<file path="config.mk">
export PLATFORM = sky130hd
export DESIGN_NAME = jk_excitation_driver
export DESIGN_NICKNAME = d
export VERILOG_FILES = /design/src/rtl/jk_excitation_driver.sv
export SDC_FILE = /design/constraint.sdc
export NUM_CORES = 1
export LEC_CHECK = 0
export CAP_MARGIN = 20
export CORE_MARGIN = 3
export CORE_UTILIZATION = 44
export DETAILED_ROUTE_END_ITERATION = 10
export PLACE_DENSITY = 0.72
export SLEW_MARGIN = 10
export SYNTH_ARGS = -nofsm -noshare
export SYNTH_HDL_FRONTEND = slang
export SYNTH_SLANG_ARGS = --single-unit
</file>
<file path="constraint.sdc">
create_clock -name clk -period 2.2 [get_ports clk]
set_input_delay 0.55 -clock clk [delete_from_list [all_inputs] [get_ports clk]]
set_output_delay 0.55 -clock clk [all_outputs]
set_load 0.1 [all_outputs]
</file>
<file path="src/rtl/jk_excitation_driver.sv">
// Buffers target bits in a small FIFO and drives J/K so a downstream JK flop's Q follows them.
// Define JKD_QCHECK_EN to add the q_fb/q_err downstream-Q checker.
module jk_excitation_driver #(
    parameter int DEPTH   = 4,
    parameter bit DC_FILL = 1'b0
) (
    input  logic                       clk,
    input  logic                       rst,
    input  logic                       tgt_valid,
    input  logic                       tgt_bit,
    output logic                       tgt_ready,
    input  logic                       drv_en,
    output logic                       j,
    output logic                       k,
    output logic                       drv_valid,
    output logic                       q_model,
    output logic [$clog2(DEPTH+1)-1:0] fifo_count,
`ifdef JKD_QCHECK_EN
    input  logic                       q_fb,
    output logic                       q_err,
`endif
    output logic                       idle
);
    localparam int CW = $clog2(DEPTH+1);
    localparam int PW = $clog2(DEPTH);
    localparam logic [CW-1:0] FULL_CNT = CW'(DEPTH);

    logic [DEPTH-1:0] mem;
    logic [PW-1:0]    wr_ptr;
    logic [PW-1:0]    rd_ptr;
    logic             push;
    logic             pop;
    logic             t;

    // Ready uses the pre-edge count, so a full FIFO never accepts even when popping.
    assign tgt_ready = (fifo_count != FULL_CNT);
    assign push      = tgt_valid && tgt_ready;
    assign pop       = drv_en && (fifo_count != '0);
    assign t         = mem[rd_ptr];
    assign idle      = (fifo_count == '0) && !drv_valid;

    always_ff @(posedge clk) begin
        if (push) begin
            mem[wr_ptr] <= tgt_bit;
        end
    end

    always_ff @(posedge clk) begin
        if (rst) begin
            wr_ptr     <= '0;
            rd_ptr     <= '0;
            fifo_count <= '0;
            j          <= 1'b0;
            k          <= 1'b0;
            drv_valid  <= 1'b0;
            q_model    <= 1'b0;
        end else begin
            if (push) begin
                wr_ptr <= wr_ptr + PW'(1);
            end
            if (pop) begin
                rd_ptr <= rd_ptr + PW'(1);
            end
            case ({push, pop})
                2'b10:   fifo_count <= fifo_count + CW'(1);
                2'b01:   fifo_count <= fifo_count - CW'(1);
                default: fifo_count <= fifo_count;
            endcase
            // Excitation: from Q=0 only J matters, from Q=1 only K matters.
            if (pop) begin
                j         <= q_model ? DC_FILL : t;
                k         <= q_model ? !t : DC_FILL;
                q_model   <= t;
                drv_valid <= 1'b1;
            end else begin
                j         <= 1'b0;
                k         <= 1'b0;
                drv_valid <= 1'b0;
            end
        end
    end

`ifdef JKD_QCHECK_EN
    logic chk;
    logic exp_q;

    // Downstream Q settles one edge after drv_valid, so compare on the edge after that.
    always_ff @(posedge clk) begin
        if (rst) begin
            chk   <= 1'b0;
            exp_q <= 1'b0;
            q_err <= 1'b0;
        end else begin
            chk <= drv_valid;
            if (drv_valid) begin
                exp_q <= q_model;
            end
            if (chk) begin
                q_err <= q_err | (q_fb != exp_q);
            end
        end
    end
`endif

endmodule
</file>
==> impl_metrics.json <==
{
  "status": "finished clean",
  "grt_pass1_vias": 542,
  "startpoint_type": "primary input",
  "clk_pin_slew_ns": 0.09,
  "synth_nets": 75,
  "worstSkewPairLatency_ns": 0.29,
  "fmax_mhz": 485,
  "drt-total-wl_mm": 1.34,
  "die_area_sq_mm": 0.00215,
  "cts_tree": "built",
  "vias": 514,
  "cts-htree-levels": 1,
  "setup_slack_ns": 0.139,
  "hp-class": "reg -> reg",
  "slowest_stage": "clkdlybuf4s50_1",
  "cpPeakStageDelay_ns": 0.47,
  "yosysWarnings": 0,
  "dr.pass1.iters": 3,
  "dpl.hpwl_mm": 1.02,
  "instances_no_fill": 100,
  "required_ns": 2.42,
  "die_w_um": 46.3,
  "cts_setup_buffers": 0,
  "cap_viol_max_count": 0,
  "crit_chain": "clkdlybuf4s50_1, nand2_4, ha_4, inv_2, fa_2, xor2_1, or3_4, a21oi_1",
  "postSynthAreaPerCell_sq_um": 11.2,
  "post-route-period-util": 0.937,
  "cp_max_fo": 2,
  "grt-ovfl-total": 0,
  "remaining_drc_errors": 0,
  "final_nets": 97,
  "syn_to_final_growth_pct": 36.7,
  "finalSetupViolations": 0,
  "fin_worst_skew_ns": 0.00662,
  "finalHoldViolCount": 0,
  "place_inst": 96,
  "finalCriticalPeriod_ns": 2.06,
  "synth_cells": 64,
  "max_slew_margin": 0.698,
  "grt_usage": 0.166,
  "rows": 13,
  "io_pins": 14,
  "ys_seq_area_frac": 0.476,
  "viasPerCell": 5.14,
  "drt_iter0_drc": 4,
  "critPathBufInv": 2,
  "path_class": "in -> reg",
  "gp_congestion": 0.747,
  "worstPathArrival_ns": 2.28,
  "finish.utilization": 0.691,
  "wl_per_cell_um": 13.4,
  "insertedDiodeCount": 0,
  "numClockSinks": 15,
  "cts_max_path_buffers": 2,
  "yosysUniqueCellTypes": 25,
  "drive_gt1_frac": 0.424,
  "pre_cts_ws_ns": -0.322,
  "initial_core_util": 0.506,
  "grt_pass1_wl_mm": 2.30,
  "crit_family": "buffers and inverters",
  "ant_nets": 0,
  "n_fill_cell": 119,
  "cts_buffers": 3,
  "cts_resized": 1,
  "core-area_sq_mm": 0.00142,
  "cts-root-buf": "clkbuf_4",
  "tightest_slew_ns": 0.451,
  "end_kind": "flop",
  "rsz0062_at_grt": "no",
  "die_h_um": 46.3,
  "finalMaxSlewViolations": 0,
  "antenna_found_initial": 0,
  "synth_area_sq_um": 716,
  "io_buffers": 13,
  "grt_max_degree": 12,
  "ys_ff_latch": 15,
  "cts_hold_buf": 0
}
==> cell usage after synthesis (all sizes together) <==
| library cell | instances | share of area |
|---|---|---|
| a21o | 2 | 0.021 |
| a21oi | 4 | 0.033 |
| and3 | 4 | 0.042 |
| buf | 2 | 0.021 |
| clkbuf | 1 | 0.0052 |
| dfxtp | 11 | 0.31 |
| edfxtp | 4 | 0.17 |
| fa | 1 | 0.028 |
| ha | 5 | 0.087 |
| inv | 6 | 0.031 |
| mux2i | 1 | 0.014 |
| mux4 | 1 | 0.031 |
| nand2 | 1 | 0.0052 |
| nand3 | 2 | 0.014 |
| nor2 | 7 | 0.037 |
| nor4 | 1 | 0.0087 |
| nor4b | 2 | 0.024 |
| o21ai | 1 | 0.0070 |
| o311ai | 1 | 0.012 |
| o31ai | 1 | 0.030 |
| or3 | 1 | 0.010 |
| or3b | 1 | 0.012 |
| xor2 | 4 | 0.049 |
==> area by class of cell <==
type	count	area (sq um)	area share
multi-input cells	40	378	0.386
flip-flops and latches	15	349	0.357
repair buffers	20	184	0.188
clock buffers	4	26.3	0.0269
inverters	6	22.5	0.0230
well taps	15	18.8	0.0192
==> worst register-to-register path: cells and delay by family, from the launching register on <==
| family | cells | cell delay [ns] |
|---|---|---|
| compound gates | 1 | 0.12 |
| xor+xnor | 1 | 0.18 |
| fa+ha+maj | 2 | 0.50 |
| buf+inv | 1 | 0.04 |
| flops | 1 | 0.35 |
| simple gates | 3 | 0.80 |
==> cells by family after synthesis <==
group | after synthesis | share of synthesized area
simple gates | 19 | 0.154
flops | 15 | 0.476
compound gates | 9 | 0.103
buf+inv | 9 | 0.0577
fa+ha+maj | 6 | 0.115
xor+xnor | 4 | 0.0489
mux | 2 | 0.0455
==> registers in the layout (all words and copies together), names as in the netlist <==
signal and flops:
drv_valid 1, fifo_count 3, j 1, k 1, mem 4, q_model 1, rd_ptr 2, wr_ptr 2
==> worst paths after layout <==
| kind | start | end | slack [ns] | cells after the start |
|---|---|---|---|---|
| setup / recovery | tgt_valid | fifo_count[2]$_SDFFE_PP0P_ | 0.14 | 8 |
| hold / removal | q_model$_SDFFE_PP0P_ | j$_SDFF_PP0_ | 0.48 | 1 |
| setup reg to reg | fifo_count[0]$_SDFFE_PP0P_ | fifo_count[2]$_SDFFE_PP0P_ | 0.14 | 8 |
| hold reg to reg | q_model$_SDFFE_PP0P_ | j$_SDFF_PP0_ | 0.48 | 1 |
==> routing by layer <==
| layer | global-route usage | wire length [um] |
|---|---|---|
| met1 | 0.188 | 592 |
| met2 | 0.247 | 613 |
| met3 | 0.0469 | 77 |
| met4 | 0.153 | 54 |
| met5 | 0 | 0 |
==> per-stage QoR <==
stage | hold WS (ns) | area, sq um | setup TNS (ns)
6_report | 0.485 | 978 | 0
5_1_grt | 0.519 | 978 | 0
4_1_cts | 0.493 | 978 | 0
3_5_place_dp | 0.481 | 953 | -0.469
3_3_place_gp | 0.460 | 953 | -0.452
2_1_floorplan | 0.487 | 777 | -0.419
==> cell usage in the layout, fill, tap and decap left out, types with 2 or more instances in the layout <==
cell,count
nor2_1,7
clkdlybuf4s50_1,3
buf_12,2
a21oi_1,3
inv_1,5
xor2_1,4
dfxtp_1,8
buf_4,14
nor4b_1,2
dfxtp_4,2
edfxtp_1,4
nand3_1,2
clkbuf_4,3
and3_2,4
ha_1,4
a21o_1,2
Power is not shown: default switching activity piles up to over one toggle a cycle in this logic, so the estimate is an artifact.
